File: config.mk
export PLATFORM = sky130hd
export DESIGN_NAME = ppd_fir_tdm_dec
export DESIGN_NICKNAME = d
export VERILOG_FILES = /design/src/rtl/ppd_fir_tdm_dec_pkg.sv /design/src/rtl/ppd_fir_tdm_dec_coeff_rf.sv /design/src/rtl/ppd_fir_tdm_dec.sv
export SDC_FILE = /design/constraint.sdc
export NUM_CORES = 1
export LEC_CHECK = 0
export ABC_AREA = 1
export BUFFER_PORTS_ARGS = -buffer_cell sky130_fd_sc_hd__buf_2
export CORE_ASPECT_RATIO = 0.75
export CORE_UTILIZATION = 35
export CTS_CLUSTER_SIZE = 30
export DETAILED_ROUTE_END_ITERATION = 7
export GPL_ROUTABILITY_DRIVEN = 0
export SLEW_MARGIN = 20
export SYNTH_ARGS = -nofsm -noshare
export SYNTH_HDL_FRONTEND = slang
export SYNTH_HIERARCHICAL = 1
export SYNTH_SLANG_ARGS = --single-unit
File: constraint.sdc
create_clock -name i_clk -period 4.75 [get_ports i_clk]
set_input_delay 1.1875 -clock i_clk [delete_from_list [all_inputs] [get_ports i_clk]]
set_output_delay 1.1875 -clock i_clk [all_outputs]
set_load 0.05 [all_outputs]
File: src/rtl/ppd_fir_tdm_dec_pkg.sv
// Shared constants and elaboration-time helpers for the time-multiplexed polyphase decimator.
package ppd_fir_tdm_dec_pkg;

    localparam logic [1:0] ST_FILL = 2'd0;
    localparam logic [1:0] ST_MAC  = 2'd1;
    localparam logic [1:0] ST_RND  = 2'd2;
    localparam logic [1:0] ST_OUT  = 2'd3;

    // $clog2 that never returns zero, so every counter/index keeps at least one bit.
    function automatic int unsigned clog2_min1(input int unsigned v);
        return (v > 1) ? $clog2(v) : 1;
    endfunction

    function automatic int unsigned div_ceil(input int unsigned a, input int unsigned b);
        return (a + b - 1) / b;
    endfunction

    function automatic int unsigned coeff_count(input int unsigned n, input int unsigned sym);
        return (sym != 0) ? div_ceil(n, 2) : n;
    endfunction

    function automatic int unsigned coeff_addr_w(input int unsigned n, input int unsigned sym);
        return clog2_min1(coeff_count(n, sym));
    endfunction

    // Map tap k onto its stored coefficient; the upper half mirrors the lower half when folded.
    function automatic int unsigned fold_tap(input int unsigned k, input int unsigned n,
                                             input int unsigned sym);
        if (k >= n) begin
            return 0;
        end
        if ((sym != 0) && (2 * k >= n)) begin
            return n - 1 - k;
        end
        return k;
    endfunction

endpackage

File: src/rtl/ppd_fir_tdm_dec_coeff_rf.sv
// Coefficient register file: one write port, one combinational read port addressed by tap index.
module ppd_fir_tdm_dec_coeff_rf
    import ppd_fir_tdm_dec_pkg::*;
#(
    parameter int unsigned gp_coeff_width  = 8,
    parameter int unsigned gp_coeff_length = 17,
    parameter int unsigned gp_symmetric    = 1
) (
    input  logic                                                   i_clk,
    input  logic                                                   i_rst_an,
    input  logic                                                   i_wr,
    input  logic [coeff_addr_w(gp_coeff_length, gp_symmetric)-1:0] i_wr_addr,
    input  logic signed [gp_coeff_width-1:0]                       i_wr_data,
    input  logic [clog2_min1(gp_coeff_length)-1:0]                 i_rd_tap,
    output logic signed [gp_coeff_width-1:0]                       o_rd_data_c
);

    localparam int unsigned CW  = gp_coeff_width;
    localparam int unsigned C   = coeff_count(gp_coeff_length, gp_symmetric);
    localparam int unsigned CAW = coeff_addr_w(gp_coeff_length, gp_symmetric);

    logic signed [CW-1:0] coeff_q [C];
    logic signed [CW-1:0] coeff_d [C];
    int unsigned          rd_idx_c;

    // Out-of-range addresses are silently ignored.
    always_comb begin
        coeff_d = coeff_q;
        if (i_wr && (32'(i_wr_addr) < C)) begin
            coeff_d[i_wr_addr] = i_wr_data;
        end
    end

    always_ff @(posedge i_clk or negedge i_rst_an) begin
        if (!i_rst_an) begin
            for (int i = 0; i < int'(C); i++) begin
                coeff_q[i] <= '0;
            end
        end else begin
            coeff_q <= coeff_d;
        end
    end

    always_comb begin
        rd_idx_c    = fold_tap(32'(i_rd_tap), gp_coeff_length, gp_symmetric);
        o_rd_data_c = (rd_idx_c < C) ? coeff_q[CAW'(rd_idx_c)] : '0;
    end

endmodule

File: src/rtl/ppd_fir_tdm_dec.sv
// Programmable polyphase decimating FIR; one shared multiplier/accumulator walks all taps per output.
module ppd_fir_tdm_dec
    import ppd_fir_tdm_dec_pkg::*;
#(
    parameter int unsigned gp_idata_width  = 8,
    parameter int unsigned gp_coeff_width  = 8,
    parameter int unsigned gp_coeff_length = 17,
    parameter int unsigned gp_dec_factor   = 4,
    parameter int unsigned gp_symmetric    = 1,
    parameter int unsigned gp_oshift       = 0,
    parameter int unsigned gp_odata_width  = 16
) (
    input  logic                                                   i_clk,
    input  logic                                                   i_rst_an,
    input  logic                                                   i_ena,
    input  logic                                                   i_clr,
    input  logic signed [gp_idata_width-1:0]                       i_data,
    input  logic                                                   i_valid,
    output logic                                                   o_ready,
    input  logic                                                   i_coeff_wr,
    input  logic [coeff_addr_w(gp_coeff_length, gp_symmetric)-1:0] i_coeff_addr,
    input  logic signed [gp_coeff_width-1:0]                       i_coeff_data,
    output logic signed [gp_odata_width-1:0]                       o_data,
    output logic                                                   o_valid,
    input  logic                                                   i_ready,
    output logic                                                   o_sat
);

    localparam int unsigned IW   = gp_idata_width;
    localparam int unsigned CW   = gp_coeff_width;
    localparam int unsigned N    = gp_coeff_length;
    localparam int unsigned D    = gp_dec_factor;
    localparam int unsigned S    = gp_oshift;
    localparam int unsigned OW   = gp_odata_width;
    localparam int unsigned PW   = IW + CW;
    localparam int unsigned AW   = PW + $clog2(N);
    localparam int unsigned RW   = AW + 1;
    localparam int unsigned YW   = (RW > OW) ? RW : OW;
    localparam int unsigned PTRW = clog2_min1(N);
    localparam int unsigned PHW  = clog2_min1(D);
    localparam int unsigned CNTW = $clog2(N + 1);
    localparam int unsigned HSH  = (S > 0) ? S - 1 : 0;

    localparam logic signed [RW-1:0] RND_HALF = (S > 0) ? (RW'(1) << HSH) : '0;
    localparam logic signed [YW-1:0] Y_MAX    = YW'({1'b0, {(OW - 1){1'b1}}});
    localparam logic signed [YW-1:0] Y_MIN    = ~Y_MAX;

    logic [1:0]           state_q, state_d;
    logic [PHW-1:0]       phase_q, phase_d;
    logic [PTRW-1:0]      wp_q, wp_d;
    logic [PTRW-1:0]      rd_q, rd_d;
    logic [CNTW-1:0]      cnt_q, cnt_d;
    logic signed [IW-1:0] dl_q [N];
    logic signed [IW-1:0] dl_d [N];
    logic signed [PW-1:0] prod_q, prod_d;
    logic signed [AW-1:0] acc_q, acc_d;
    logic signed [OW-1:0] o_data_q, o_data_d;
    logic                 o_sat_q, o_sat_d;
    logic                 o_valid_q, o_valid_d;
    logic                 o_ready_q, o_ready_d;

    logic                 accept_c;
    logic                 last_phase_c;
    logic                 mac_start_c;
    logic                 coeff_we_c;
    logic signed [CW-1:0] h_c;
    logic signed [IW-1:0] x_c;
    logic signed [PW-1:0] prod_c;
    logic signed [RW-1:0] sum_c;
    logic signed [RW-1:0] shr_c;
    logic signed [YW-1:0] y_ext_c;
    logic                 sat_hi_c;
    logic                 sat_lo_c;
    logic signed [OW-1:0] y_c;

    assign accept_c     = i_ena & i_valid & o_ready_q & (state_q == ST_FILL);
    assign last_phase_c = (phase_q == PHW'(D - 1));
    assign mac_start_c  = accept_c & last_phase_c;
    // Coefficients may only change while idle, and never on the edge that launches a MAC.
    assign coeff_we_c   = i_ena & ~i_clr & i_coeff_wr & (state_q == ST_FILL) & ~mac_start_c;

    ppd_fir_tdm_dec_coeff_rf #(
        .gp_coeff_width (CW),
        .gp_coeff_length(N),
        .gp_symmetric   (gp_symmetric)
    ) u_coeff_rf (
        .i_clk      (i_clk),
        .i_rst_an   (i_rst_an),
        .i_wr       (coeff_we_c),
        .i_wr_addr  (i_coeff_addr),
        .i_wr_data  (i_coeff_data),
        .i_rd_tap   (PTRW'(cnt_q)),
        .o_rd_data_c(h_c)
    );

    assign x_c    = dl_q[rd_q];
    assign prod_c = PW'(x_c) * PW'(h_c);

    // Round half-up, arithmetic shift, then clip to the output range.
    assign sum_c    = RW'(acc_q) + RND_HALF;
    assign shr_c    = sum_c >>> S;
    assign y_ext_c  = YW'(shr_c);
    assign sat_hi_c = (y_ext_c > Y_MAX);
    assign sat_lo_c = (y_ext_c < Y_MIN);
    assign y_c      = sat_hi_c ? OW'(Y_MAX) : (sat_lo_c ? OW'(Y_MIN) : OW'(y_ext_c));

    always_comb begin
        state_d   = state_q;
        phase_d   = phase_q;
        wp_d      = wp_q;
        rd_d      = rd_q;
        cnt_d     = cnt_q;
        dl_d      = dl_q;
        prod_d    = prod_q;
        acc_d     = acc_q;
        o_data_d  = o_data_q;
        o_sat_d   = o_sat_q;
        o_valid_d = o_valid_q;
        o_ready_d = o_ready_q;

        if (i_clr) begin
            state_d   = ST_FILL;
            phase_d   = '0;
            wp_d      = '0;
            rd_d      = '0;
            cnt_d     = '0;
            prod_d    = '0;
            acc_d     = '0;
            o_sat_d   = 1'b0;
            o_valid_d = 1'b0;
            o_ready_d = 1'b1;
            for (int i = 0; i < int'(N); i++) begin
                dl_d[i] = '0;
            end
        end else if (i_ena) begin
            case (state_q)
                ST_FILL: begin
                    if (accept_c) begin
                        dl_d[wp_q] = i_data;
                        rd_d       = wp_q;
                        wp_d       = (wp_q == PTRW'(N - 1)) ? '0 : wp_q + 1'b1;
                        if (last_phase_c) begin
                            phase_d   = '0;
                            cnt_d     = '0;
                            state_d   = ST_MAC;
                            o_ready_d = 1'b0;
                        end else begin
                            phase_d = phase_q + 1'b1;
                        end
                    end
                end
                // cnt 0..N-1 issues a product into prod_q; cnt 1..N folds it into acc.
                ST_MAC: begin
                    if (cnt_q != CNTW'(N)) begin
                        prod_d = prod_c;
                        rd_d   = (rd_q == '0) ? PTRW'(N - 1) : rd_q - 1'b1;
                    end
                    if (cnt_q == CNTW'(1)) begin
                        acc_d = AW'(prod_q);
                    end else if (cnt_q != '0) begin
                        acc_d = acc_q + AW'(prod_q);
                    end
                    if (cnt_q == CNTW'(N)) begin
                        cnt_d   = '0;
                        state_d = ST_RND;
                    end else begin
                        cnt_d = cnt_q + 1'b1;
                    end
                end
                ST_RND: begin
                    o_data_d  = y_c;
                    o_sat_d   = sat_hi_c | sat_lo_c;
                    o_valid_d = 1'b1;
                    state_d   = ST_OUT;
                end
                ST_OUT: begin
                    if (i_ready) begin
                        o_valid_d = 1'b0;
                        o_ready_d = 1'b1;
                        state_d   = ST_FILL;
                    end
                end
                default: begin
                    state_d   = ST_FILL;
                    o_valid_d = 1'b0;
                    o_ready_d = 1'b1;
                end
            endcase
        end
    end

    always_ff @(posedge i_clk or negedge i_rst_an) begin
        if (!i_rst_an) begin
            state_q   <= ST_FILL;
            phase_q   <= '0;
            wp_q      <= '0;
            rd_q      <= '0;
            cnt_q     <= '0;
            prod_q    <= '0;
            acc_q     <= '0;
            o_data_q  <= '0;
            o_sat_q   <= 1'b0;
            o_valid_q <= 1'b0;
            o_ready_q <= 1'b1;
        end else begin
            state_q   <= state_d;
            phase_q   <= phase_d;
            wp_q      <= wp_d;
            rd_q      <= rd_d;
            cnt_q     <= cnt_d;
            prod_q    <= prod_d;
            acc_q     <= acc_d;
            o_data_q  <= o_data_d;
            o_sat_q   <= o_sat_d;
            o_valid_q <= o_valid_d;
            o_ready_q <= o_ready_d;
        end
    end

    // Delay line, newest sample at the last written slot.
    always_ff @(posedge i_clk or negedge i_rst_an) begin
        if (!i_rst_an) begin
            for (int i = 0; i < int'(N); i++) begin
                dl_q[i] <= '0;
            end
        end else begin
            dl_q <= dl_d;
        end
    end

    assign o_data  = o_data_q;
    assign o_sat   = o_sat_q;
    assign o_valid = o_valid_q;
    assign o_ready = o_ready_q;

endmodule
==> flow_summary.toml <==
[run_status]
status = "finished, violations left"
violations = "negative setup slack"

[routing]
ant_nets = 0
viasPerCell = 5.28
dr_total_vias = 15918
dr.pass1.iters = 7
routed_wl_mm = 50.7
wl_per_cell_um = 16.8
drt_iter0_drc = 1227
drcViolationCount = 0

[worst_setup_path]
critPathMaxFanout = 19
worstSetupStartpointType = "register"
required_ps = 5240
rrSetupSlack_ps = -340
cpMostUsedCell = "nand2_1"
slowest_stage = "fa_1"
worstPathArrival_ps = 5580
cpPeakStageDelay_ps = 580
reg2reg_to = "prod_q[15]"
crit_path_end_kind = "register"
worstSetupPathType = "register to register"
ff2ff_path_depth = 26
reg2reg_from = "rd_q[0]"

[clocking]
cts_hold_buf = 0
cts-buffers-inserted = 30
clock-root-buffer = "clkbuf_16"
htreeDepth = 1
insertion_delay_ps = 600
cts_buffer_depth = 3
cts.sinks = 283
cts_tree = "built"
clk_pin_slew_ps = 70

[hold_path]
hold_path.class = "register to register"
hold_path_startpoint = "u_coeff_rf/coeff_q[65]"
hold_end = "u_coeff_rf/coeff_q[65]"
hold_path_depth = 2

[final_layout]
final_layout_size_suffix_gt1_share_pct = 21.0
final_core_util_pct = 43.9
fillerInstances = 4729
area_delta_synth_final_pct = 23.3
diodes = 0
fin_nets = 2492

[timing]
period_share_pct = 107
tightest_slew_ps = 917
final_max_slew_viol_count = 0
setup_ws_ps = -341
fin_crit_ps = 5090
setup_viol = 10
finClkSkew_ps = 42.4
rsz0062_at_grt = "yes"
max_slew_margin_pct = 38.9
hold_viol = 0
clock.fmax_mhz = 196

[synthesis]
synth.avg_cell_area_um2 = 8.05
syn_inst = 2166
synth.distinct_cells = 56
synth_seq_cells = 283
synth_async_sr_flop_share_pct = 100
ys_warn_count = 6
yosysTopAreaCell = "dfrtp_1"
synth_enable_flop_cells = 0
synth_area_leaders = "dfrtp_1, nand2_1, inv_1"
ys_seq_area_share_pct = 40.6
synth_area_um2 = 17400
synth_top_area_share_pct = 40.5
synth_ff_type = "dfrtp_1"
syn-num-nets = 2313

[global_routing]
grt_antenna_before_repair = 0
grt-ovfl-total = 0
grt_first_pass_wirelength_mm = 81.5
grt_max_degree = 90
grt_use_total_pct = 19.9
grt_pass1_vias = 15238

[pwr]
power_density_nw_per_um2 = 590
ir_worst_vdd_uv = 313
p_leak_nw = 10.0

[placed_design]
dp_hpwl_mm = 36.3
place_ws_ps = -600
portBuffers = 45

[die]
ios = 46
die_w_um = 260
start_util_pct = 35.6
die_h_um = 195
dieArea_um2 = 50700
row_count = 70
core-area_um2 = 49000

[run]
max_cap_violations = 0
## area by class of cell
cell class                      instances  area (µm²)  area share (%)
Clock buffer                           44         893            4.15
Clock inverter                         12         181           0.844
Inverter                              326        1250            5.81
Multi-Input combinational cell       1470        9410            43.7
Sequential cell                       283        7090            33.0
Tap cell                              648         811            3.77
Timing Repair Buffer                  233        1870            8.68
Timing Repair inverter                  1        7.51          0.0349
## worst max-delay path: cells and delay by family, from the launching register on
kind	cells	cell delay, ps
compound gates	5	650
fa+ha+maj	5	2330
buf+inv	9	1010
simple gates	7	500
flops	1	470
## cell families (layout without fill, tap and decap cells)
| kind of cell | count (synthesis) | in the layout | synth area share, % |
|---|---|---|---|
| compound gates | 584 | 584 | 18.3 |
| xor+xnor | 19 | 19 | 0.954 |
| fa+ha+maj | 120 | 120 | 11.0 |
| buf+inv | 414 | 616 | 9.51 |
| flops | 283 | 283 | 40.6 |
| mux | 2 | 2 | 0.122 |
| simple gates | 744 | 745 | 19.5 |
## how the worst max path moves through the flow
stage / startpoint / end / slack (ps)
floorplan: cnt_q[1] / prod_q[12] / -60
global placement: cnt_q[0] / prod_q[11] / -550
detailed placement: cnt_q[0] / prod_q[14] / -600
CTS: cnt_q[1] / prod_q[15] / -300
global route: cnt_q[0] / prod_q[12] / -610
finish: rd_q[0] / prod_q[15] / -340
## layer usage
metal  up-vias  share of wire [%]  track usage (%)  routed length (µm)
met5         -                  0                0                   0
met4         0                2.3             5.23                1180
met3        78                6.7             3.31                3380
met2       517                 43             30.0               21900
met1      7756                 48             29.4               24200
li1       7567                  -                -                   -
## placed cells by master (no fill, tap or decap), types with 33 or more instances in the layout
cell type	count
inv_2	36
o22ai_1	68
nor2_1	86
o21ai_0	197
nand2_1	350
nand3_1	174
buf_4	167
inv_1	282
a21oi_1	136
clkbuf_16	33
buf_2	44
fa_1	53
ha_1	50
dfrtp_1	279
o21ai_1	86
## repair_timing
| action | 4_1_cts | 5_1_grt |
|---|---|---|
| buffers inserted | 18 | 22 |
| gates cloned | 1 | 4 |
| pin swaps | 31 | 47 |
| endpoints found under the setup margin | 11 | 11 |
| gates resized for setup | 84 | 70 |
## synthesized netlist by cell type (7+ instances only)
library cell,n
and2_1,7
buf_1,9
dfrtp_1,282
nand3_2,8
xor2_1,11
a2bb2oi_1,15
fa_1,56
xnor2_1,8
o21ai_1,60
ha_1,64
nor2_1,92
buf_4,9
inv_1,311
inv_2,13
o211ai_1,9
a21oi_1,173
buf_2,26
nand3_1,189
nand4_1,22
o21ai_0,228
clkbuf_1,39
nand2_2,7
nand2_1,383
o22ai_1,68
## sequential cells by signal, summed over array words and instances (netlist names), 5 cells and up
signal	count
dl_q	136
u_coeff_rf/coeff_q	72
acc_q	21
o_data	16
prod_q	16
cnt_q	5
rd_q	5
wp_q	5
## stage by stage
stage | area, µm² | instances | TNS [ps] | power, W | hold WS [ps]
2_1_floorplan | 17700 | 2166 | -232 | 0.00722 | 446
3_3_place_gp | 19600 | 2917 | -3910 | 0.00930 | 459
3_5_place_dp | 19600 | 2917 | -4620 | 0.00938 | 467
4_1_cts | 21100 | 2992 | -1880 | 0.0123 | 483
5_1_grt | 21500 | 3017 | -5090 | 0.0136 | 516
6_report | 21500 | 3017 | -2380 | 0.0127 | 481
## where the power goes
part	leakage (nW)	switching (W)	internal [W]
Sequential	3.76	0.000247	0.00274
Combinational	5.73	0.00416	0.00299
Clock	0.528	0.00103	0.00152
No activity file was read; power rests on OpenSTA's default activity.
